--- config.mk ---
export PLATFORM = sky130hd
export DESIGN_NAME = mesh_traffic_gen
export DESIGN_NICKNAME = d
export VERILOG_FILES = /design/src/rtl/mesh_pkg.sv /design/src/rtl/mesh_dest_sel.sv /design/src/rtl/mesh_traffic_gen.sv
export SDC_FILE = /design/constraint.sdc
export NUM_CORES = 1
export LEC_CHECK = 0
export CORE_MARGIN = 2
export CORE_UTILIZATION = 45
export CTS_CLUSTER_SIZE = 16
export DETAILED_ROUTE_END_ITERATION = 10
export GPL_TIMING_DRIVEN = 0
export HOLD_SLACK_MARGIN = 0.05
export PLACE_DENSITY = 0.89
export SYNTH_ARGS = -nofsm -noshare
export SYNTH_HDL_FRONTEND = slang
export SYNTH_SLANG_ARGS = --single-unit
export TNS_END_PERCENT = 30
--- constraint.sdc ---
create_clock -name clk -period 6.1 [get_ports clk]
set_clock_uncertainty 0.2 [all_clocks]
set_input_delay 1.525 -clock clk [delete_from_list [all_inputs] [get_ports clk]]
set_output_delay 1.525 -clock clk [all_outputs]
set_load 0.05 [all_outputs]
--- src/rtl/mesh_pkg.sv ---
// Shared constants, types and helpers for the mesh traffic generator.
package mesh_pkg;

    // NIC CPU-side register map
    localparam logic [1:0] NIC_IN_DATA  = 2'b00;
    localparam logic [1:0] NIC_IN_STAT  = 2'b01;
    localparam logic [1:0] NIC_OUT_DATA = 2'b10;
    localparam logic [1:0] NIC_OUT_STAT = 2'b11;

    // Status registers report presence/full on this bit
    localparam int STAT_BIT = 0;

    // Packet field offsets
    localparam int F_VC       = 63;
    localparam int F_DIR_X    = 62;
    localparam int F_DIR_Y    = 61;
    localparam int F_HOP_X    = 52;
    localparam int F_HOP_Y    = 48;
    localparam int F_SRC_ID   = 40;
    localparam int F_DST_ID   = 32;
    localparam int F_MARK     = 24;
    localparam int F_PAY_SRC  = 16;
    localparam int F_SEQ      = 0;

    localparam logic [7:0] MARKER = 8'hA5;

    typedef enum logic [3:0] {
        S_IDLE,
        S_RX_STAT,
        S_RX_STAT_W,
        S_RX_READ,
        S_RX_READ_W,
        S_TX_STAT,
        S_TX_STAT_W,
        S_TX_WRITE,
        S_GAP,
        S_LOOP
    } state_e;

    typedef enum logic [1:0] {
        MODE_FIXED     = 2'd0,
        MODE_RANDOM    = 2'd1,
        MODE_SWEEP     = 2'd2,
        MODE_TRANSPOSE = 2'd3
    } mode_e;

    // Linear node id: row-major over the mesh
    function automatic logic [7:0] node_id(input logic [3:0] x, input logic [3:0] y,
                                           input int size_y);
        return 8'(int'(x) * size_y + int'(y));
    endfunction

    // Counter increment that sticks at all-ones
    function automatic logic [15:0] sat_inc(input logic [15:0] v);
        return (v == 16'hFFFF) ? v : v + 16'd1;
    endfunction

endpackage

--- src/rtl/mesh_dest_sel.sv ---
// Destination selection: mode mux, LFSR, sweep index, skip and hop/direction.
module mesh_dest_sel
    import mesh_pkg::*;
#(
    parameter int          SIZE_X    = 4,
    parameter int          SIZE_Y    = 4,
    parameter int          MY_X      = 0,
    parameter int          MY_Y      = 0,
    parameter logic [15:0] LFSR_SEED = 16'hACE1
) (
    input  logic       clk,
    input  logic       reset,
    input  mode_e      mode,
    input  logic [7:0] fixed_dest,
    input  logic       advance,
    output logic       skip,
    output logic [7:0] dest_id,
    output logic       dir_x,
    output logic       dir_y,
    output logic [3:0] hop_x,
    output logic [3:0] hop_y
);

    localparam logic [3:0] MY_X4  = 4'(MY_X);
    localparam logic [3:0] MY_Y4  = 4'(MY_Y);
    localparam logic [3:0] LAST_X = 4'(SIZE_X - 1);
    localparam logic [3:0] LAST_Y = 4'(SIZE_Y - 1);

    logic [15:0] lfsr_q, lfsr_d;
    logic [3:0]  sx_q, sx_d, sy_q, sy_d;
    logic [3:0]  dest_x, dest_y;
    logic [4:0]  diff_x, diff_y;
    logic        lfsr_fb;

    // LFSR and sweep position registers
    always_ff @(posedge clk) begin
        if (reset) begin
            lfsr_q <= LFSR_SEED;
            sx_q   <= '0;
            sy_q   <= '0;
        end else begin
            lfsr_q <= lfsr_d;
            sx_q   <= sx_d;
            sy_q   <= sy_d;
        end
    end

    // Step the generator that belongs to the active mode
    always_comb begin
        lfsr_d  = lfsr_q;
        sx_d    = sx_q;
        sy_d    = sy_q;
        lfsr_fb = lfsr_q[0] ^ lfsr_q[2] ^ lfsr_q[3] ^ lfsr_q[5];
        if (advance && mode == MODE_RANDOM) begin
            lfsr_d = {lfsr_fb, lfsr_q[15:1]};
        end
        if (advance && mode == MODE_SWEEP) begin
            if (sy_q == LAST_Y) begin
                sy_d = '0;
                sx_d = (sx_q == LAST_X) ? 4'd0 : sx_q + 4'd1;
            end else begin
                sy_d = sy_q + 4'd1;
            end
        end
    end

    // Destination mux, skip detection and signed hop computation
    always_comb begin
        dest_x = '0;
        dest_y = '0;
        unique case (mode)
            MODE_FIXED:  {dest_x, dest_y} = fixed_dest;
            MODE_RANDOM: begin
                dest_x = 4'(int'(lfsr_q[7:4]) % SIZE_X);
                dest_y = 4'(int'(lfsr_q[3:0]) % SIZE_Y);
            end
            MODE_SWEEP: begin
                dest_x = sx_q;
                dest_y = sy_q;
            end
            default: begin
                dest_x = MY_Y4;
                dest_y = MY_X4;
            end
        endcase
        skip    = (dest_x == MY_X4 && dest_y == MY_Y4) || (dest_x > LAST_X) || (dest_y > LAST_Y);
        diff_x  = {1'b0, dest_x} - {1'b0, MY_X4};
        diff_y  = {1'b0, dest_y} - {1'b0, MY_Y4};
        dir_x   = diff_x[4];
        dir_y   = diff_y[4];
        hop_x   = diff_x[4] ? 4'(5'd0 - diff_x) : diff_x[3:0];
        hop_y   = diff_y[4] ? 4'(5'd0 - diff_y) : diff_y[3:0];
        dest_id = node_id(dest_x, dest_y, SIZE_Y);
    end

endmodule

--- src/rtl/mesh_traffic_gen.sv ---
// Per-node traffic generator and checker driving a NIC's CPU register port.
module mesh_traffic_gen
    import mesh_pkg::*;
#(
    parameter int          PACKET_WIDTH = 64,
    parameter int          SIZE_X       = 4,
    parameter int          SIZE_Y       = 4,
    parameter int          MY_X         = 0,
    parameter int          MY_Y         = 0,
    parameter int          NUM_PACKETS  = 16,
    parameter int          INJ_GAP      = 4,
    parameter logic [15:0] LFSR_SEED    = 16'hACE1
) (
    input  logic                    clk,
    input  logic                    reset,
    input  logic                    enable,
    input  logic [1:0]              mode,
    input  logic [7:0]              fixed_dest,
    output logic [1:0]              nic_addr,
    output logic [PACKET_WIDTH-1:0] nic_d_in,
    input  logic [PACKET_WIDTH-1:0] nic_d_out,
    output logic                    nic_en,
    output logic                    nic_en_wr,
    output logic [15:0]             tx_count,
    output logic [15:0]             rx_count,
    output logic [15:0]             err_count,
    output logic                    done
);

    localparam logic [7:0]  SRC_ID    = node_id(4'(MY_X), 4'(MY_Y), SIZE_Y);
    localparam bit          HAS_LIMIT = (NUM_PACKETS > 0);
    localparam logic [15:0] LIMIT16   = 16'(NUM_PACKETS);
    localparam logic [7:0]  GAP_LAST  = 8'((INJ_GAP > 0) ? INJ_GAP - 1 : 0);

    state_e      state_q, state_d;
    mode_e       mode_q, mode_d;
    logic [15:0] tx_count_q, tx_count_d;
    logic [15:0] rx_count_q, rx_count_d;
    logic [15:0] err_count_q, err_count_d;
    logic [15:0] seq_q, seq_d;
    logic [7:0]  gap_q, gap_d;
    logic        done_q, done_d;

    logic        advance;
    logic        skip;
    logic [7:0]  dest_id;
    logic        dir_x, dir_y;
    logic [3:0]  hop_x, hop_y;
    logic [PACKET_WIDTH-1:0] pkt;
    logic        unused_rd_bits;

    // Only presence bit, destination id and marker of read data matter
    assign unused_rd_bits = ^{nic_d_out[PACKET_WIDTH-1:40], nic_d_out[23:1]};

    mesh_dest_sel #(
        .SIZE_X    (SIZE_X),
        .SIZE_Y    (SIZE_Y),
        .MY_X      (MY_X),
        .MY_Y      (MY_Y),
        .LFSR_SEED (LFSR_SEED)
    ) u_dest_sel (
        .clk        (clk),
        .reset      (reset),
        .mode       (mode_q),
        .fixed_dest (fixed_dest),
        .advance    (advance),
        .skip       (skip),
        .dest_id    (dest_id),
        .dir_x      (dir_x),
        .dir_y      (dir_y),
        .hop_x      (hop_x),
        .hop_y      (hop_y)
    );

    // State and counter registers; reset aborts any access in flight
    always_ff @(posedge clk) begin
        if (reset) begin
            state_q     <= S_IDLE;
            mode_q      <= MODE_FIXED;
            tx_count_q  <= '0;
            rx_count_q  <= '0;
            err_count_q <= '0;
            seq_q       <= '0;
            gap_q       <= '0;
            done_q      <= 1'b0;
        end else begin
            state_q     <= state_d;
            mode_q      <= mode_d;
            tx_count_q  <= tx_count_d;
            rx_count_q  <= rx_count_d;
            err_count_q <= err_count_d;
            seq_q       <= seq_d;
            gap_q       <= gap_d;
            done_q      <= done_d;
        end
    end

    // Outgoing packet image for the current destination and sequence number
    always_comb begin
        pkt                       = '0;
        pkt[F_VC]                 = seq_q[0];
        pkt[F_DIR_X]              = dir_x;
        pkt[F_DIR_Y]              = dir_y;
        pkt[F_HOP_X +: 4]         = hop_x;
        pkt[F_HOP_Y +: 4]         = hop_y;
        pkt[F_SRC_ID +: 8]        = SRC_ID;
        pkt[F_DST_ID +: 8]        = dest_id;
        pkt[F_MARK +: 8]          = MARKER;
        pkt[F_PAY_SRC +: 8]       = SRC_ID;
        pkt[F_SEQ +: 16]          = seq_q;
    end

    // Poll receive first, then transmit; strobes last exactly one cycle
    always_comb begin
        state_d     = state_q;
        mode_d      = mode_q;
        tx_count_d  = tx_count_q;
        rx_count_d  = rx_count_q;
        err_count_d = err_count_q;
        seq_d       = seq_q;
        gap_d       = gap_q;
        advance     = 1'b0;
        nic_en      = 1'b0;
        nic_en_wr   = 1'b0;
        nic_addr    = '0;
        nic_d_in    = '0;
        unique case (state_q)
            S_IDLE: begin
                if (enable) begin
                    mode_d  = mode_e'(mode);
                    state_d = S_RX_STAT;
                end
            end
            S_RX_STAT: begin
                nic_en   = 1'b1;
                nic_addr = NIC_IN_STAT;
                state_d  = S_RX_STAT_W;
            end
            S_RX_STAT_W: begin
                state_d = nic_d_out[STAT_BIT] ? S_RX_READ : S_TX_STAT;
            end
            S_RX_READ: begin
                nic_en   = 1'b1;
                nic_addr = NIC_IN_DATA;
                state_d  = S_RX_READ_W;
            end
            S_RX_READ_W: begin
                rx_count_d = sat_inc(rx_count_q);
                if (nic_d_out[F_MARK +: 8] != MARKER || nic_d_out[F_DST_ID +: 8] != SRC_ID) begin
                    err_count_d = sat_inc(err_count_q);
                end
                state_d = S_TX_STAT;
            end
            S_TX_STAT: begin
                if (done_q || skip) begin
                    // Self destinations in stepping modes move on to the next candidate
                    advance = !done_q;
                    state_d = S_LOOP;
                end else begin
                    nic_en   = 1'b1;
                    nic_addr = NIC_OUT_STAT;
                    state_d  = S_TX_STAT_W;
                end
            end
            S_TX_STAT_W: begin
                state_d = nic_d_out[STAT_BIT] ? S_LOOP : S_TX_WRITE;
            end
            S_TX_WRITE: begin
                nic_en     = 1'b1;
                nic_en_wr  = 1'b1;
                nic_addr   = NIC_OUT_DATA;
                nic_d_in   = pkt;
                tx_count_d = sat_inc(tx_count_q);
                seq_d      = seq_q + 16'd1;
                advance    = 1'b1;
                gap_d      = '0;
                state_d    = (INJ_GAP == 0) ? S_LOOP : S_GAP;
            end
            S_GAP: begin
                if (gap_q == GAP_LAST) begin
                    state_d = S_LOOP;
                end else begin
                    gap_d = gap_q + 8'd1;
                end
            end
            S_LOOP: begin
                state_d = enable ? S_RX_STAT : S_IDLE;
            end
            default: state_d = S_IDLE;
        endcase
        done_d = done_q | (HAS_LIMIT && tx_count_d == LIMIT16);
    end

    assign tx_count  = tx_count_q;
    assign rx_count  = rx_count_q;
    assign err_count = err_count_q;
    assign done      = done_q;

endmodule

Word level (Yosys, flattened, before mapping). Index checks and enable logic that the tools add are counted.

Add/subtract/negate cells: 8. Multipliers: 0. Divide/modulo/power cells: 0. $lt $le $gt $ge: 2. Eq/ne operators: 22. Shifts and indexed selects: 0. Mux-type cells: 23. Bitwise logic cells: 6. Reduce and logical (&&, ||, !) cells: 21.

Operator list (count): $add 16x1->16 const B (4); $mux 64 (1); $eq 16x16->1 const B (3); $pmux 4 s10 (1); $mux 16 (2); $mux 4 (6); $pmux 4 s3 (2); $eq 16x5->1 const B (1); $eq 4x2->1 const B (4); $eq 4x3->1 const B (4); $pmux 8 s2 (1); $logic_not 4->1 (3); $reduce_and 2->1 (5); $add 4x1->4 const B (2); $add 8x1->8 const B (1); $eq 4x4->1 const B (2); $eq 8x2->1 const B (1); $gt 4x2->1 const B (2); $mux 8 (1); $ne 8x8->1 const B (1); $reduce_bool 8->1 (1); $add 6x4->7 (1); $ne 2x2->1 const B (3); $pmux 2 s3 (1); other kinds (17) (29).

Register bits after elaboration: 103. Latch bits: 0. RAM bits: 0. Memory bits (read-only): 0. Word-level logic and storage cells: 93. Memories kept: 0.

Longest topological paths before layout. Gate-level depths: netlist of the first run.

Depth after elaboration: 11. Gate-level depth with buffers: 9. Gate-level depth less buffers: 8.

By module. From an unflattened synthesis of the first run, not the netlist that was laid out.

Cells, all modules: 704. Area, all modules: 5711.7 um2.

By module, submodules not included: mesh_traffic_gen (instances 1, cells each 552, area an instance 4430.5 um2, seq. area each 1581.5 um2); mesh_dest_sel (instances 1, cells each 152, area an instance 1281.2 um2, seq. area each 480.5 um2).

Least setup slack after synthesis of the first run. Ideal clock, no wire load.

Path type: input -> output. Start point: input fixed_dest[7]. End point: output nic_d_in[38]. Arrival time: 3938 ps. Data required time: 4375 ps. Slack: 437 ps. Stages: 3. Buffers on the path: 0. Cells stage by stage: mux2i_1 > nor3_1 > nor3b_1.

Cells in the longest elaborated chain, start to end: 3.

Ends and longest elaborated chain: start, declared (line mesh_traffic_gen.sv:18) `input logic [7:0] fixed_dest,`; $pmux 4 s3 (line mesh_dest_sel.sv:71) `unique case (mode)`; $add 6x4->7 (line mesh_pkg.sv:50) `return 8'(int'(x) * size_y + int'(y));`; $mux 64 (line mesh_traffic_gen.sv:127) `unique case (state_q)`; end, declared (line mesh_traffic_gen.sv:20) `output logic [PACKET_WIDTH-1:0] nic_d_in,`.

No other way between the ends.

Worst setup path in the final report of the first run.
Start point: input fixed_dest[5]. End point: output nic_d_in[37].

The elaborated chain is that of the path after synthesis.

==> results of run 1 <==
metrics by stage:
stage                power, W  std cells  setup WS [ps]  utilization  cell area [um2]
floorplan           0.0009174        724          436.8            -             5862
global placement    0.0009821       1013          337.7       0.5767             7248
detailed placement  0.0009875       1013          266.6       0.5767             7248
CTS                  0.001539       1028          255.2       0.5989             7527
global route         0.001596       1028          65.22       0.5989             7527
finish               0.001530       1028          269.5       0.5989             7527
flip-flops by register name (all words and copies together) (netlist names), 2 cells and up:
name,cells
state_q,4
u_dest_sel.lfsr_q,16
u_dest_sel.sy_q,4
err_count,16
tx_count,16
mode_q,2
seq_q,16
rx_count,16
u_dest_sel.sx_q,4
gap_q,8
final timing paths:
| path | startpoint | to | slack, ps | depth (start not counted) |
|---|---|---|---|---|
| worst max-delay path | fixed_dest[5] | nic_d_in[37] | 270 | 9 |
| worst min-delay path | u_dest_sel.lfsr_q[8] | u_dest_sel.lfsr_q[8] | 280 | 2 |
| worst max register to register | state_q[0] | err_count[12] | 3450 | 7 |
| worst min register to register | u_dest_sel.lfsr_q[8] | u_dest_sel.lfsr_q[8] | 280 | 2 |
cell usage after synthesis (all sizes together) (23+ instances only):
| library cell | instances | share of area |
|---|---|---|
| a21oi | 28 | 0.024 |
| nor2 | 102 | 0.066 |
| nand3 | 24 | 0.022 |
| xor2 | 29 | 0.044 |
| dfxtp | 103 | 0.36 |
| o21ai | 25 | 0.022 |
| buf | 51 | 0.061 |
| xnor2 | 29 | 0.044 |
| mux2i | 33 | 0.057 |
| nand2 | 40 | 0.026 |
| clkbuf | 23 | 0.015 |
placed cells by master (no fill, tap or decap), drive strengths merged, types with 14 or more instances in the layout:
cell type      Yosys  layout
xor2              29      29
nor3              21      21
xnor2             29      29
mux2i             33      33
nor2             102     102
dfxtp            103     103
nand4             21      21
clkbuf            23      33
nand3             24      24
or3               21      21
and2              18      18
buf               51      51
conb               1      28
clkdlybuf4s50      0     117
o21ai             25      25
nand2             40      40
a21oi             28      28
nand2b            14      14
kinds of logic (layout without fill, tap and decap cells):
logic type                 count (synthesis)  after routing  synth area share
AOI/OAI and AO/OA                         82             82           0.08905
xor gates and xnor gates                  58             58           0.08818
adders and majority gates                 10             10           0.02302
buffers and inverters                     86            218           0.08427
DFF                                      103            103            0.3580
muxes                                     34             34           0.05930
other                                      1             28         0.0006510
and+or+nand+nor                          323            323            0.2976
power by group through the flow:
stage | Clock (W) | Combinational [W] | Sequential (W)
final | 0.000557 | 0.000278 | 0.000695
after global placement | 0 | 0.000272 | 0.000710
after global routing | 0.000598 | 0.000302 | 0.000697
after detailed placement | 0 | 0.000277 | 0.000710
after floorplan | 0 | 0.000199 | 0.000718
after CTS | 0.000566 | 0.000278 | 0.000695
layout make-up:
class,count,area [um2]
Multi-Input combinational cell,535,3314
Clock inverter,5,50.05
Fill cell,1109,5041
Timing Repair Buffer,117,1171
Tap cell,172,215.2
Sequential cell,103,2062
Clock buffer,10,229.0
Inverter,12,45.04
Buffer,74,440.4
worst max-delay path: stages:
cell and delay [ps]:
clkdlybuf4s50_1 420, mux2i_1 160, a2bb2oi_2 260, inv_1 90
ha_1 290, a21oi_1 70, or3_1 300, a21oi_1 150
clkdlybuf4s50_1 820
routing by layer:
layer,global-route usage,vias up
met5,0,-
li1,-,2662
met2,0.3575,159
met4,0.05255,0
met3,0.05973,12
met1,0.2621,2467
==> run_results.csv, run 1 <==
group,metric,value,unit
placed_design,place_congestion,0.8730,
sta,hold_violations,0,
pwr,ir_drop,0.1161,mV
global_routing,antenna_found_initial,0,
run,cap_violations,0,
floorplanning,start_util,0.4583,
floorplanning,die_w,117.1,um
drt,route.met3.wl,920,um
logic_synthesis,syn_avg_cell_area,8.265,um2
logic_synthesis,ys.flop_type,"dfxtp_1",
drt,drc,0,
drt,firstDrtPassIters,5,
sta,fin_crit,5830,ps
drt,highest_layer,"met4",
sta,setup_viol,0,
outcome,outcome,"finished, final reports clean",
global_routing,track_usage,0.2099,
worst_setup_path,critPathMaxFanout,4,
global_routing,grt_pass1_wl,22980,um
pwr,swShare,0.2794,
cts,root_buffer,"clkbuf_16",
cts,cts_buffers,9,
logic_synthesis,yosysSeqAreaShare,0.3579,
worst_hold_path,min_path_type,"reg2reg",
logic_synthesis,yosysWarnings,0,
floorplanning,die_h,117.1,um
cts,clock_sinks,103,
cts,clk_pin_slew,60,ps
sta,slew_violations,0,
floorplanning,die_area,13720,um2
drt,routed-wl-met2,6661,um
cts,post-cts-setup-buffers,0,
cells_and_area,finalNetCount,939,
pwr,p_switching,0.0004274,W
pwr,seqPwrFrac,0.454,
drt,drtIter0Drc,382,
placed_design,io_buffers,117,
global_routing,first_global_vias,4856,
logic_synthesis,synthArstFlopShare,0,
worst_setup_path,start_kind,"input pin",
cts,clock_path_buffers,2,
drt,antenna_left,0,
floorplanning,core-area,12570,um2
logic_synthesis,syn_inst,697,
drt,drt-total-wl,14150,um
pwr,power.internal,0.001102,W
floorplanning,pin_count,194,
drt,drt-met1-wl,6416,um
cts,clk_latency,350,ps
worst_setup_path,end_kind,"output port",
cells_and_area,layout-drive-gt1-share,0.09463,
cts,holdBufCountCts,0,
sta,slew_headroom,0.4548,
cells_and_area,syn2layout_area_growth,30.67,%
global_routing,grt_max_degree,16,
logic_synthesis,synth-edff-count,0,
drt,vias,5300,
logic_synthesis,syn_area,5761,um2
cts,htree_num_levels,3,
sta,fin_crit_sh,0.9558,
pwr,clockPowerShare,0.364,
logic_synthesis,synth.distinct_cells,63,
worst_setup_path,cp.arrival,4110,ps
cts,cts_tree,"yes",
floorplanning,num_rows,41,
sta,timing.hold.ws,277.7,ps
placed_design,dpl.hpwl,10330,um
sta,fin_setup_tns,0,ps
sta,rsz0062_at_grt,"false",
pwr,combPwrFrac,0.182,
pwr,leakage,2.840,nW
drt,wl_per_cell,13.77,um
sta,tightest_slew,810.3,ps
logic_synthesis,ys_seq_elements,103,
worst_setup_path,required,4380,ps
sta,maxClockFrequency,0.1715,GHz
global_routing,overflow,0,
drt,viasPerCell,5.156,
worst_setup_path,path_class,"in2out",
cts,post_cts_resize_count,0,
pwr,power_density,203.2,nW/um2
cells_and_area,antenna_cells,0,
(Power assumes the default switching activity.)
==> run 2, diff against run 1 <==
--- a/config.mk
+++ b/config.mk
@@ -5,13 +5,15 @@
 export SDC_FILE = /design/constraint.sdc
 export NUM_CORES = 1
 export LEC_CHECK = 0
+export CELL_PAD_IN_SITES_DETAIL_PLACEMENT = 0
+export CELL_PAD_IN_SITES_GLOBAL_PLACEMENT = 1
 export CORE_MARGIN = 2
-export CORE_UTILIZATION = 45
+export CORE_UTILIZATION = 36
 export CTS_CLUSTER_SIZE = 16
 export DETAILED_ROUTE_END_ITERATION = 10
 export GPL_TIMING_DRIVEN = 0
 export HOLD_SLACK_MARGIN = 0.05
-export PLACE_DENSITY = 0.89
+export PLACE_DENSITY = 0.95
 export SYNTH_ARGS = -nofsm -noshare
 export SYNTH_HDL_FRONTEND = slang
 export SYNTH_SLANG_ARGS = --single-unit
==> run 2 against run 1 <==
First-iteration DRC count down 29%; sequential power is essentially flat; hold slack improved by 2.1 ps; non-clock buffer count did not move; register-to-register slack barely moved; design area is 1.6% higher; critical path type unchanged; total power grew 6.9%; via count fell by 1.4%; global-route usage shrank 3.9 points.
==> run_results.csv, run 2 (same netlist as run 1, synthesis figures left out) <==
group,metric,value,unit
global_routing,antenna_found_initial,0,
placed_design,placedCellCount,1057,
sta,timing.hold.ws,279.8,ps
cts,cts_tree,"yes",
cts,holdBufCountCts,0,
global_routing,grt_util_met3,0.03868,
placed_design,dpl.hpwl,10540,um
global_routing,grt_pass1_wl,23470,um
worst_setup_path,path_class,"in2out",
cts,post_cts_resize_count,0,
worst_setup_path,end_kind,"output port",
drt,viasPerCell,4.872,
worst_setup_path,cp_cell_sequence,"clkdlybuf4s50_1 > mux2i_1 > a2bb2oi_2 > inv_1 > ha_1 > a21oi_1 > or3_1 > a21oi_1 > clkdlybuf4s50_1",
cts,clock_path_buffers,2,
global_routing,use_met2,0.2711,
sta,fin_crit,5787,ps
pwr,power_density,213.8,nW/um2
worst_setup_path,crit_family,"buffers and inverters",
cells_and_area,register_area,2062,um2
sta,slew_headroom,0.4375,
global_routing,first_global_vias,4736,
drt,drc,0,
cells_and_area,finalNetCount,939,
sta,fin_crit_sh,0.9487,
placed_design,place_congestion,0.8410,
cells_and_area,fin_util,0.4849,
cts,clk_pin_slew,70,ps
worst_setup_path,cp_slowest_cell,"clkdlybuf4s50_1",
worst_setup_path,critPathMaxFanout,4,
outcome,outcome,"finished, final reports clean",
cells_and_area,layout-drive-gt1-share,0.09685,
worst_setup_path,path_buf_inv,3,
cts,clock_sinks,103,
pwr,p_switching,0.0004447,W
floorplanning,die_area,17030,um2
sta,setup_viol,0,
floorplanning,core-area,15770,um2
pwr,ir_drop,0.1467,mV
drt,antenna_left,0,
pwr,combPwrFrac,0.170,
cells_and_area,multi_input_area,3314,um2
cts,cts_buffers,9,
sta,tightest_slew,836.1,ps
global_routing,overflow,0,
drt,wl_per_cell,13.37,um
run,cap_violations,0,
cells_and_area,layout_common_cells,"clkdlybuf4s50_1, dfxtp_1, nor2_1",
placed_design,io_buffers,117,
sta,fin_setup_tns,0,ps
worst_setup_path,cp.arrival,4060,ps
cells_and_area,syn2layout_area_growth,32.75,%
pwr,seqPwrFrac,0.425,
global_routing,grt_max_degree,18,
pwr,total_power,0.001635,W
global_routing,grt_util_met1,0.2310,
sta,rsz0062_at_grt,"false",
sta,slew_violations,0,
drt,drt-total-wl,14340,um
drt,vias,5228,
floorplanning,num_rows,46,
cts,clk_latency,350,ps
global_routing,track_usage,0.1706,
worst_setup_path,required,4380,ps
cts,post-cts-setup-buffers,0,
pwr,power.internal,0.001191,W
drt,firstDrtPassIters,4,
floorplanning,start_util,0.3653,
worst_hold_path,min_path_type,"reg2reg",
drt,drtIter0Drc,272,
sta,hold_violations,0,
sta,maxClockFrequency,0.1728,GHz
cells_and_area,instances_no_fill,1073,
cells_and_area,fillers,1526,
cells_and_area,antenna_cells,0,
pwr,swShare,0.2720,
global_routing,busiest_layer,"met2",
cts,root_buffer,"clkbuf_16",
pwr,clockPowerShare,0.406,
worst_setup_path,start_kind,"input pin",
floorplanning,die_h,130.5,um
floorplanning,pin_count,194,
cts,htree_num_levels,3,
cells_and_area,final_common_cell,"clkdlybuf4s50_1",
floorplanning,die_w,130.5,um
worst_setup_path,slowest_delay,810,ps
pwr,leakage,2.861,nW
## run 2: cell types whose count changed in the layout (fill, tap and decap cells not counted), sizes merged
cell,previous run,this run
clkinv,5,2
inv,11,12
bufinv,1,3
clkbuf,33,32
clkinvlp,0,2
## run 2: area by class of cell
class	instances	share of cell area
tap	216	0.03534
clock buffer	9	0.02945
clock inverter	7	0.01554
multi-input combinational	535	0.4334
inverter	12	0.005890
timing repair buffer	117	0.1531
sequential	103	0.2696
buffer	74	0.05759
## run 2: power by group through the flow
| stage | sequential, W | clock (W) | combinational [W] |
|---|---|---|---|
| 3_3_place_gp | 0.000710 | 0 | 0.000276 |
| 2_1_floorplan | 0.000718 | 0 | 0.000199 |
| 6_report | 0.000695 | 0.000663 | 0.000277 |
| 4_1_cts | 0.000695 | 0.000680 | 0.000279 |
| 5_1_grt | 0.000697 | 0.000702 | 0.000306 |
| 3_5_place_dp | 0.000710 | 0 | 0.000278 |
## run 2: layer usage
metal,share of wire,routed length [um]
met5,0,0
met4,0.014,194
met1,0.47,6715
met3,0.073,1052
met2,0.44,6378
## run 2: through the flow
step | area, um2 | setup WS, ps
after detailed placement | 7303 | 315.4
after global placement | 7303 | 336.3
after floorplan | 5862 | 436.8
after global routing | 7647 | 143.6
final | 7647 | 312.8
after CTS | 7647 | 304.3
## run 2: tightest hold or removal path: cells and delay by family, from the launching register on
family           cells  cell delay, ps
multiplexers         1              60
flip-flops           1             310
AND/OR/NAND/NOR      1              60
## run 2: path summary, 6_finish.rpt
check	to	startpoint	cells after the start	slack [ps]
max	nic_d_in[37]	fixed_dest[5]	9	310
min	u_dest_sel.lfsr_q[14]	u_dest_sel.lfsr_q[15]	2	280
max reg2reg	done	tx_count[8]	7	3440
min reg2reg	u_dest_sel.lfsr_q[14]	u_dest_sel.lfsr_q[15]	2	280
==> run 3, diff against run 2 <==
--- a/config.mk
+++ b/config.mk
@@ -5,10 +5,11 @@
 export SDC_FILE = /design/constraint.sdc
 export NUM_CORES = 1
 export LEC_CHECK = 0
+export ABC_AREA = 1
 export CELL_PAD_IN_SITES_DETAIL_PLACEMENT = 0
 export CELL_PAD_IN_SITES_GLOBAL_PLACEMENT = 1
 export CORE_MARGIN = 2
-export CORE_UTILIZATION = 36
+export CORE_UTILIZATION = 34
 export CTS_CLUSTER_SIZE = 16
 export DETAILED_ROUTE_END_ITERATION = 10
 export GPL_TIMING_DRIVEN = 0
@@ -16,5 +17,6 @@
 export PLACE_DENSITY = 0.95
 export SYNTH_ARGS = -nofsm -noshare
 export SYNTH_HDL_FRONTEND = slang
+export SYNTH_HIERARCHICAL = 1
 export SYNTH_SLANG_ARGS = --single-unit
 export TNS_END_PERCENT = 30
==> run 3 against run 2 <==
Clock power fell by 5.1%; synthesized cell count grew 32%; critical path type unchanged; die area increased by 9.4%; first-iteration DRC count fell by 8.5%; area after synthesis is 3.6% higher; maximum frequency is 2.8% higher; highest routed layer unchanged; combinational power fell by 18%; register-to-register slack got worse by 140 ps.
==> run_results.csv, run 3 <==
group,metric,value,unit
outcome,outcome,"finished, final reports clean",
logic_synthesis,synthArstFlopShare,0,
worst_hold_path,min_path_type,"reg2reg",
sta,setup_viol,0,
floorplanning,num_rows,48,
global_routing,use_met2,0.2594,
worst_setup_path,start_kind,"input pin",
pwr,power.internal,0.001130,W
sta,hold_violations,0,
cells_and_area,syn2layout_area_growth,31.41,%
cells_and_area,fin_util,0.4549,
cells_and_area,layout-drive-gt1-share,0.08905,
cts,cts_tree,"yes",
placed_design,place_congestion,0.8337,
drt,firstDrtPassIters,5,
run,cap_violations,0,
global_routing,first_global_vias,5183,
logic_synthesis,syn_area,5967,um2
cts,cts_buffers,9,
placed_design,dpl.hpwl,11320,um
floorplanning,start_util,0.3462,
cells_and_area,multi_input_area,3123,um2
global_routing,busiest_layer,"met2",
cells_and_area,final_common_cell,"nand2_1",
worst_setup_path,path_buf_inv,3,
cells_and_area,fin_area,7841,um2
sta,slew_headroom,0.4008,
pwr,seqPwrFrac,0.446,
logic_synthesis,ys.flop_type,"dfxtp_1",
global_routing,antenna_found_initial,0,
sta,slew_violations,0,
pwr,combPwrFrac,0.147,
worst_setup_path,r2r_slack,3300,ps
floorplanning,core-area,17240,um2
logic_synthesis,synthTopCellsByCount,"nand2_1, nor2_1, inv_1",
drt,wl_per_cell,11.37,um
pwr,power_density,197.4,nW/um2
worst_setup_path,path_class,"in2out",
cts,clock_path_buffers,2,
worst_setup_path,crit_family,"buffers and inverters",
cts,holdBufCountCts,0,
global_routing,track_usage,0.1619,
sta,fin_crit_sh,0.9231,
logic_synthesis,synth_area_leader_cell,"dfxtp_1",
global_routing,grt_pass1_wl,24240,um
floorplanning,pin_count,194,
pwr,clockPowerShare,0.407,
worst_hold_path,min_from,"u_dest_sel/lfsr_q[7]",
floorplanning,die_h,136.5,um
worst_hold_path,hold_path_depth,2,
drt,viasPerCell,4.519,
cts,clk_pin_slew,70,ps
logic_synthesis,synth-edff-count,0,
logic_synthesis,netlist.area_leader.share,0.3456,
worst_setup_path,end_kind,"output port",
logic_synthesis,syn_avg_cell_area,6.493,um2
logic_synthesis,synthTopCellsByArea,"dfxtp_1, nand2_1, nor2_1, inv_1, a21oi_1",
pwr,leakage,3.103,nW
logic_synthesis,ys_seq_elements,103,
worst_setup_path,cp_cell_sequence,"clkdlybuf4s50_1 > nand2_1 > nand3_1 > ha_1 > fa_1 > xor2_1 > inv_1 > nor2_1 > clkdlybuf4s50_1",
worst_setup_path,cp.arrival,3910,ps
cts,post_cts_resize_count,0,
worst_setup_path,critPathMaxFanout,3,
cts,post-cts-setup-buffers,0,
pwr,ir_drop,0.1226,mV
logic_synthesis,synth.most_common_cell,"nand2_1",
logic_synthesis,syn_inst,919,
cells_and_area,antenna_cells,0,
cells_and_area,fillers,1773,
worst_setup_path,rr_endpoint,"u_dest_sel/lfsr_q[15]",
worst_setup_path,required,4380,ps
logic_synthesis,yosysSeqAreaShare,0.3456,
cts,htree_num_levels,3,
cells_and_area,register_area,2062,um2
drt,vias,5888,
logic_synthesis,synth.distinct_cells,47,
worst_setup_path,r2r_start,"mode_q[1]",
cts,clk_latency,350,ps
worst_setup_path,slowest_delay,820,ps
drt,antenna_left,0,
sta,rsz0062_at_grt,"false",
pwr,swShare,0.2696,
global_routing,overflow,0,
global_routing,grt_util_met1,0.2159,
drt,drtIter0Drc,249,
pwr,p_switching,0.0004172,W
sta,maxClockFrequency,0.1776,GHz
cells_and_area,layout_common_cells,"nand2_1, nor2_1, clkdlybuf4s50_1",
placed_design,io_buffers,117,
drt,drt-total-wl,14820,um
sta,fin_setup_tns,0,ps
cts,clock_sinks,103,
floorplanning,die_area,18630,um2
worst_hold_path,hold_end,"u_dest_sel/lfsr_q[6]",
floorplanning,die_w,136.5,um
cts,root_buffer,"clkbuf_16",
sta,fin_crit,5631,ps
placed_design,placed_cell_area,7517,um2
cells_and_area,finalNetCount,1160,
worst_setup_path,reg2reg_depth,13,
worst_setup_path,cp_slowest_cell,"clkdlybuf4s50_1",
logic_synthesis,yosysWarnings,6,
global_routing,grt_max_degree,17,
drt,drc,0,
sta,tightest_slew,895.5,ps
global_routing,grt_util_met3,0.03878,
worst_setup_path,cpMostUsedCell,"clkdlybuf4s50_1",
==> run 3: area by class of cell <==
cell class                 count  share of cell area
clock inverter                 5             0.01037
clock buffer                  11             0.03096
tap                          225             0.03590
multi-input combinational    659              0.3983
buffer                        55             0.04962
inverter                     128             0.06255
sequential                   103              0.2630
timing repair buffer         117              0.1494
==> run 3: power by group through the flow <==
stage,Clock (W),Combinational [W],Sequential (W)
after floorplan,0,0.000162,0.000713
after global placement,0,0.000227,0.000706
after detailed placement,0,0.000228,0.000706
after CTS,0.000649,0.000229,0.000690
after global routing,0.000677,0.000251,0.000691
final,0.000629,0.000228,0.000690
==> run 3: logic make-up after synthesis <==
group,synth area share
simple gates,0.3642
buf+inv,0.1474
compound gates,0.1032
flops,0.3456
xor+xnor,0.01615
fa+ha+maj,0.02223
other cells,0.001259
==> run 3: worst max-delay path by stage <==
stage,slack (ps),startpoint,cells past startpoint,endpoint
2_1_floorplan,1250,fixed_dest[4],7,nic_d_in[36]
3_3_place_gp,470,fixed_dest[4],9,nic_d_in[36]
3_5_place_dp,470,fixed_dest[4],9,nic_d_in[36]
4_1_cts,460,fixed_dest[4],9,nic_d_in[36]
5_1_grt,300,fixed_dest[2],11,nic_en
6_report,470,fixed_dest[4],9,nic_d_in[36]
==> run 3: per-stage QoR <==
step	setup slack [ps]	total power (W)	hold slack, ps	std cells
floorplan	1250	0.0008754	229.2	945
global placement	470.8	0.0009326	241.2	1287
detailed placement	468.8	0.0009340	247.2	1287
CTS	458.7	0.001568	256.1	1303
global route	299.3	0.001619	272.8	1303
finish	469.1	0.001548	254.3	1303
==> run 3: layer usage <==
metal | vias up | part of all wire
met5 | - | 0
met1 | 2564 | 0.48
met2 | 144 | 0.45
met3 | 17 | 0.055
met4 | 0 | 0.014
li1 | 3163 | -
==> run 3: worst register-to-register path, cell delays in order, from the launching register on <==
cell and delay [ps]:
dfxtp_1 360, buf_6 180, nor2_8 70, nand2_1 60, nand3_1 180, nor2_1 150, nand2_1 60, nand2_1 90
inv_1 40, o31ai_1 670, nand3_4 240, clkbuf_8 230, a21oi_1 120, nand2_1 70
